`config.mk`:
```
export PLATFORM = sky130hd
export DESIGN_NAME = uart_tx_fifo
export DESIGN_NICKNAME = d
export VERILOG_FILES = /design/src/rtl/uart_tx_fifo.sv
export SDC_FILE = /design/constraint.sdc
export NUM_CORES = 1
export LEC_CHECK = 0
export CORE_ASPECT_RATIO = 0.8
export CORE_UTILIZATION = 32
export DETAILED_ROUTE_END_ITERATION = 8
export SYNTH_ARGS = -nofsm -noshare
export SYNTH_HDL_FRONTEND = slang
export SYNTH_SLANG_ARGS = --single-unit
```
`constraint.sdc`:
```
create_clock -name clk -period 3.57 [get_ports clk]
set_input_delay 0.714 -clock clk [delete_from_list [all_inputs] [get_ports clk]]
set_output_delay 0.714 -clock clk [all_outputs]
set_load 0.05 [all_outputs]
```
`src/rtl/uart_tx_fifo.sv`:
```
// uart_tx_fifo: buffered UART transmitter with a small input FIFO,
// run-time bit period, parity and stop-bit count, LSB-first framing.
// Ports:
//   clk, reset          - system clock, synchronous active-high reset
//   cfg_div             - bit period = cfg_div+1 clk cycles
//   cfg_parity          - 00/11 none, 01 even, 10 odd
//   cfg_stop2           - 0 one stop bit, 1 two stop bits
//   s_valid/s_ready     - input stream handshake (s_ready = !full)
//   s_data              - payload word
//   uart_txd            - registered serial output, idle high
//   uart_tx_busy        - frame in progress or FIFO non-empty
//   fifo_level          - FIFO occupancy
module uart_tx_fifo #(
   parameter int PAYLOAD_BITS = 8,
   parameter int FIFO_DEPTH   = 4,
   parameter int DIV_WIDTH    = 16
) (
   input  logic                             clk,
   input  logic                             reset,
   input  logic [DIV_WIDTH-1:0]             cfg_div,
   input  logic [1:0]                       cfg_parity,
   input  logic                             cfg_stop2,
   input  logic                             s_valid,
   output logic                             s_ready,
   input  logic [PAYLOAD_BITS-1:0]          s_data,
   output logic                             uart_txd,
   output logic                             uart_tx_busy,
   output logic [$clog2(FIFO_DEPTH+1)-1:0]  fifo_level
);

   localparam int AW = $clog2(FIFO_DEPTH);
   localparam int LW = $clog2(FIFO_DEPTH+1);
   localparam int BW = $clog2(PAYLOAD_BITS+1);
   localparam logic [BW-1:0] LAST_BIT = BW'(PAYLOAD_BITS-1);
   localparam logic [LW-1:0] FULL_LVL = LW'(FIFO_DEPTH);

   typedef enum logic [2:0] {IDLE, START, DATA, PARITY, STOP} state_t;

   logic [PAYLOAD_BITS-1:0] mem [FIFO_DEPTH];
   logic [AW-1:0]           wptr, rptr;
   logic [LW-1:0]           level;
   logic                    push, pop, empty;
   logic [PAYLOAD_BITS-1:0] head;

   state_t                  state, state_n;
   logic [DIV_WIDTH-1:0]    cyc, cyc_n, div_l;
   logic [BW-1:0]           bitc, bitc_n, stop_last;
   logic [PAYLOAD_BITS-1:0] shift, shift_n;
   logic [1:0]              par_l;
   logic                    stop2_l, par_x, par_en, par_bit;
   logic                    txd, txd_n, bit_end;

   // s_ready looks only at full: a same-cycle pop never frees a slot early
   assign s_ready      = (level != FULL_LVL);
   assign push         = s_valid && s_ready;
   assign empty        = (level == '0);
   assign head         = mem[rptr];
   assign fifo_level   = level;
   assign uart_txd     = txd;
   assign uart_tx_busy = (state != IDLE) || !empty;

   always_ff @(posedge clk) begin
      if (push)
         mem[wptr] <= s_data;
   end

   always_ff @(posedge clk) begin
      if (reset) begin
         wptr  <= '0;
         rptr  <= '0;
         level <= '0;
      end else begin
         if (push)
            wptr <= wptr + AW'(1);
         if (pop)
            rptr <= rptr + AW'(1);
         if (push && !pop)
            level <= level + LW'(1);
         else if (pop && !push)
            level <= level - LW'(1);
      end
   end

   // Frame settings are captured with the word so a config change
   // mid-frame only affects frames popped afterwards.
   assign par_en    = (par_l == 2'b01) || (par_l == 2'b10);
   assign par_bit   = par_x ^ (par_l == 2'b10);
   assign stop_last = BW'(stop2_l);
   assign bit_end   = (cyc == div_l);

   always_ff @(posedge clk) begin
      if (reset) begin
         state   <= IDLE;
         cyc     <= '0;
         bitc    <= '0;
         shift   <= '0;
         txd     <= 1'b1;
         div_l   <= '0;
         par_l   <= '0;
         stop2_l <= 1'b0;
         par_x   <= 1'b0;
      end else begin
         state <= state_n;
         cyc   <= cyc_n;
         bitc  <= bitc_n;
         shift <= shift_n;
         txd   <= txd_n;
         if (pop) begin
            div_l   <= cfg_div;
            par_l   <= cfg_parity;
            stop2_l <= cfg_stop2;
            par_x   <= ^head;
         end
      end
   end

   // txd_n is the level for the bit that starts at this edge, so the
   // output register changes only at bit boundaries.
   always_comb begin
      state_n = state;
      cyc_n   = cyc;
      bitc_n  = bitc;
      shift_n = shift;
      txd_n   = txd;
      pop     = 1'b0;
      unique case (state)
         IDLE: begin
            txd_n = 1'b1;
            if (!empty) begin
               pop     = 1'b1;
               shift_n = head;
               cyc_n   = '0;
               txd_n   = 1'b0;
               state_n = START;
            end
         end
         START: begin
            if (bit_end) begin
               cyc_n   = '0;
               bitc_n  = '0;
               txd_n   = shift[0];
               state_n = DATA;
            end else begin
               cyc_n = cyc + DIV_WIDTH'(1);
            end
         end
         DATA: begin
            if (bit_end) begin
               cyc_n = '0;
               if (bitc == LAST_BIT) begin
                  bitc_n = '0;
                  if (par_en) begin
                     txd_n   = par_bit;
                     state_n = PARITY;
                  end else begin
                     txd_n   = 1'b1;
                     state_n = STOP;
                  end
               end else begin
                  bitc_n  = bitc + BW'(1);
                  shift_n = shift >> 1;
                  txd_n   = shift[1];
               end
            end else begin
               cyc_n = cyc + DIV_WIDTH'(1);
            end
         end
         PARITY: begin
            if (bit_end) begin
               cyc_n   = '0;
               bitc_n  = '0;
               txd_n   = 1'b1;
               state_n = STOP;
            end else begin
               cyc_n = cyc + DIV_WIDTH'(1);
            end
         end
         STOP: begin
            if (bit_end) begin
               cyc_n = '0;
               if (bitc == stop_last) begin
                  bitc_n = '0;
                  // chain straight into the next start bit, no idle gap
                  if (!empty) begin
                     pop     = 1'b1;
                     shift_n = head;
                     txd_n   = 1'b0;
                     state_n = START;
                  end else begin
                     txd_n   = 1'b1;
                     state_n = IDLE;
                  end
               end else begin
                  bitc_n = bitc + BW'(1);
               end
            end else begin
               cyc_n = cyc + DIV_WIDTH'(1);
            end
         end
         default: begin
            txd_n   = 1'b1;
            state_n = IDLE;
         end
      endcase
   end

endmodule
```
[After elaboration in Yosys (flattened, before gate mapping)]
Memory sizes are Yosys's and may differ from the RTL's. A register that Yosys moved wholly into a read port is not among the register bits.
Index checks and enable logic that the tools add are counted.
Word-level totals
  bits in registers: 59
  bits in latches: 0
  bits in writable memories: 32
  ROM bits: 0
  output and inout bits: 6
  logic and storage cells: 106
  memories kept: 1
Memory list
  mem: depth 4, width 8, rd ports 1, clocked after Yosys merged registers in 1, wr ports 1, line 39  | logic [PAYLOAD_BITS-1:0] mem [FIFO_DEPTH];
Operators by class
  $add $sub $neg: 6
  $mul: 0
  divide/modulo/power cells: 0
  order comparisons: 0
  equal/unequal tests: 19
  shift operators: 0
  multiplexer cells: 44
  bitwise gates (word level): 1
  reduce and logical (&&, ||, !) cells: 23
Operators by type and width (count)
  two-way mux 8 bit: 5
  two-way mux 16 bit: 2
  one-hot mux 16 bit (2 select lines): 1
  two-way mux 3 bit: 10
  one-hot mux 8 bit (3 select lines): 1
  two-way mux 4 bit: 5
  adder 16 x 1 -> 16 bit (second input constant): 1
  equality test 16 bit: 1
  inequality test 2 bit (second input constant): 8
  one-hot mux 3 bit (5 select lines): 1
  two-way mux 1 bit: 14
  one-hot mux 4 bit (3 select lines): 1
  AND reduction 5 bit: 2
  nonzero test 3 bit: 3
  XOR reduction 8 bit: 1
  AND reduction 7 bit: 1
  equality test 3 x 2 -> 1 bit (second input constant): 2
  zero test 3 bit: 2
  one-hot mux 1 bit (5 select lines): 1
  adder 2 x 1 -> 2 bit (second input constant): 2
  adder 4 x 1 -> 4 bit (second input constant): 1
  equality test 4 x 1 -> 1 bit: 1
  equality test 4 x 3 -> 1 bit (second input constant): 1
  two-way mux 2 bit: 2
  other kinds (18): 24

[Depth between registers and ports, before layout]
  depth in word-level cells: 8
  gate-level depth with buffers: 13

[Least setup slack after synthesis]
No wires, ideal clock.
  path type: register to register
  start: reg level[0], in the netlist fifo_level[0]
  end: reg level[2], in the netlist fifo_level[2]
  setup time: 70 ps
  arrival time: 2768 ps
  required time: 3500 ps
  path slack: 732 ps
  stages on the path, launching flop included: 11
  buffers on the path: 1
  clock period less this slack: 2838 ps
  cell sequence: dfxtp_1 -> nor2_1 -> nand2_1 -> and2_1 -> clkbuf_1 -> ha_1 -> inv_1 -> fa_1 -> xor2_1 -> or3_1 -> a21oi_1
On the way
  elaborated cells on any way between the ends: 16
  classes of those cells: 2 x add/sub; 1 x eq/ne; 6 x mux; 7 x reduce/logical
RTL lines
  start: declaration: line 41  | logic [LW-1:0] level;
  start signal: assignment: line 78  | level <= level + LW'(1);
  start signal: assignment: line 80  | level <= level - LW'(1);
  inequality test 3 bit (*): line 54  | assign s_ready = (level != FULL_LVL);
  net s_ready: line 24  | output logic s_ready,
  logical AND 1 bit (*): line 55  | assign push = s_valid && s_ready;
  net push: line 42  | logic push, pop, empty;
  zero test 1 bit: line 79  | else if (pop && !push)
  logical AND 1 bit: line 79
  nonzero test 2 bit (no line)
Mark *: on every way through the listed nets, which the timed path passes. The rest lies on a longest branch. The select of a mux whose other input is x is not followed.
A chain may end at the register's enable or synchronous reset.

[Worst setup path after layout]
  start: reg level[0], in the netlist fifo_level[0]
  end: out uart_tx_busy
On the way
  word-level cells in the longest chain between the ends: 3
Ends and longest elaborated chain
  zero test 3 bit: line 56  | assign empty = (level == '0);
  zero test 1 bit
  logical OR 1 bit: line 60  | assign uart_tx_busy = (state != IDLE) || !empty;
  end: declaration: line 27  | output logic uart_tx_busy,
Every way passes these cells.

==> reports/metrics.yaml <==
clocking:
  clock_sinks: 93
  cts_tree: "built"
  cts_resized: 0
  clk_pin_slew_ps: 70
  clockBufferDepth: 2
  hold_buffers: 0
  clkLatencyLatePin_ps: 350
  htree_num_levels: 3
  postCtsSetupBuffers: 0
  cts-root-buf: "clkbuf_16"
  cts_buffers: 9
yosys:
  yosys.area.top_type: "dfxtp_1"
  ys_warn_count: 0
  yosysMostFrequentCell: "dfxtp_1"
  ys_top_cells_by_area: "dfxtp_1 (28%), edfxtp_1 (22%), xor2_1 (5.4%)"
  ys_seq_elements: 93
  yosysSeqAreaShare: 0.496
  synthArstFlopShare: 0
  synth.net_count: 446
  netlist_area_um2: 4400
  netlist_instances: 407
  synth_edf_count: 32
  avgSynthCellArea_um2: 10.8
  synth_cell_types: 65
  synthFlopType: "dfxtp_1"
  yosys.area.top_type_share: 0.278
  synthTopCellsByCount: "dfxtp_1 (61), a21oi_1 (39), edfxtp_1 (32)"
flow_run:
  maxCapViolations: 0
timing:
  hold_violations: 0
  rsz0062_at_grt: "no"
  fmax_ghz: 0.327
  finalCritPeriodShare: 0.858
  finalSetupViolCount: 0
  finalClockSkew_ps: 16.1
  relSlewSlack: 0.362
  final-max-slew-violation-count: 0
  tightestPinTransition_ps: 954
  finalCriticalPeriod_ps: 3060
  finalSetupTns_ps: 0
  layout_setup_ws_ps: 508
critical_path:
  rrSetupSlack_ps: 810
  cp_max_fo: 9
  start_kind: "flip-flop"
  end_kind: "output pin"
  critPathRequiredTime_ps: 2860
  reg2regPathDepth: 10
  startpoint: "fifo_level[0]"
  rr_startpoint: "fifo_level[0]"
  r2r-end: "fifo_level[2]"
  crit_path_end: "uart_tx_busy"
  crit_arrival_ps: 2350
  crit_type: "flip-flop to output pin"
pwr:
  p_leak_nw: 1.82
  peakVddDrop_v: 0.000364
  powerDensity_nw_per_um2: 808
route:
  post_drt_wl_per_cell_um: 15.3
  via_count: 3120
  post_drt_via_cell_ratio: 5.11
  drt-initial-drc-count: 148
  wl_um: 9370
  first_pass_iters: 4
  detail-route-antenna-nets: 0
  drc: 0
run_status:
  outcome: "complete, no violations"
finish:
  antennaDiodeCount: 0
  stdcell_area_um2: 5150
  area_growth_pct: 17.1
  fin_cells: 611
  drive_gt1_frac: 0.112
  fill_cells: 1262
  fin_nets: 470
global_route:
  grt_max_degree: 36
  grt_pass1_vias: 3052
  antenna_found_initial: 0
  grt_first_pass_wirelength_um: 15900
  grt_overflow: 0
  grt_usage: 0.145
hold_path:
  hold_path_class: "flip-flop to flip-flop"
place:
  place.gp.congestion: 0.792
  dp_hpwl_um: 6460
  place_ws_ps: 797
  dp_cells: 595
  port_buffers: 35
  dpl_cell_area_um2: 4840
floorplanning:
  initial_utilization: 0.334
  core_um2: 13100
  die_w_um: 133
  core.rowCount: 37
  die_y_um: 107
  die_area_um2: 14200
  ioPinCount: 36
## layout by cell type (no fill, tap or decap), drive strengths merged, types with 4 or more instances in the layout
cell           synthesis  routed
a21oi                 40      40
nor2                  31      31
nand2b                 6       6
nand4                  7       7
mux4                   8       8
and3                   6       6
nand3                 25      25
dfxtp                 61      61
clkbuf                14       9
or4                    4       4
edfxtp                32      32
o21ai                 24      24
or3                    5       5
a311oi                 8       8
mux2i                 10      10
ha                     8       8
xnor2                 13      13
clkdlybuf4s50          0      34
xor2                  27      27
inv                    8      14
nor4                   4       4
buf                   11       4
nand2                 14      14
## state kept, by name, indices dropped and copies added, names as in the netlist, 3 cells and up, named ones only
register,count
mem,32
state,3
fifo_level,3
shift,8
cyc,16
bitc,4
div_l,16
## layout make-up
type | count | area (µm²) | area share
Tap cell | 175 | 219 | 0.0425
Sequential cell | 93 | 2180 | 0.424
Timing Repair Buffer | 38 | 368 | 0.0715
Multi-Input combinational cell | 281 | 2050 | 0.398
Clock inverter | 7 | 76.3 | 0.0148
Inverter | 8 | 30.0 | 0.00584
Clock buffer | 9 | 225 | 0.0438
## kinds of logic after synthesis
logic type | share of synthesized area
AOI/OAI and AO/OA | 0.141
xor gates and xnor gates | 0.0797
adders and majority gates | 0.0273
buffers and inverters | 0.0393
DFF | 0.496
muxes | 0.0663
and+or+nand+nor | 0.150
## metrics by stage
| stage | total power [W] | utilization | hold WS (ps) |
|---|---|---|---|
| finish | 0.00416 | 0.391 | 480 |
| global route | 0.00446 | 0.391 | 519 |
| global placement | 0.00319 | 0.368 | 466 |
| detailed placement | 0.00323 | 0.368 | 477 |
| CTS | 0.00420 | 0.391 | 487 |
| floorplan | 0.00281 | - | 454 |
## metal layers
layer / GRT usage / part of all wire / vias up
met5: 0 / 0 / -
met4: 0.0468 / 0.0067 / 0
met3: 0.0426 / 0.037 / 2
met2: 0.208 / 0.44 / 57
met1: 0.208 / 0.52 / 1514
li1: - / - / 1547
## power by group
group,internal [W],switching (W)
Combinational,0.000728,0.000979
Clock,0.000501,0.000456
Sequential,0.00131,0.000189
## how the worst min path moves through the flow
stage,startpoint,endpoint,slack [ps],cells past startpoint
final,par_l[0],par_l[0],480,2
after global routing,par_l[1],par_l[1],520,2
after CTS,par_l[0],par_l[0],490,2
after detailed placement,par_l[0],par_l[0],480,2
after global placement,par_l[0],par_l[0],470,2
after floorplan,par_l[0],par_l[0],450,2
## critical path, cell delays in order (launching register included)
cell and delay, ps:
dfxtp_1 380, nor3_2 670, nand2_1 190, clkdlybuf4s50_1 760
(Power assumes the default switching activity.)
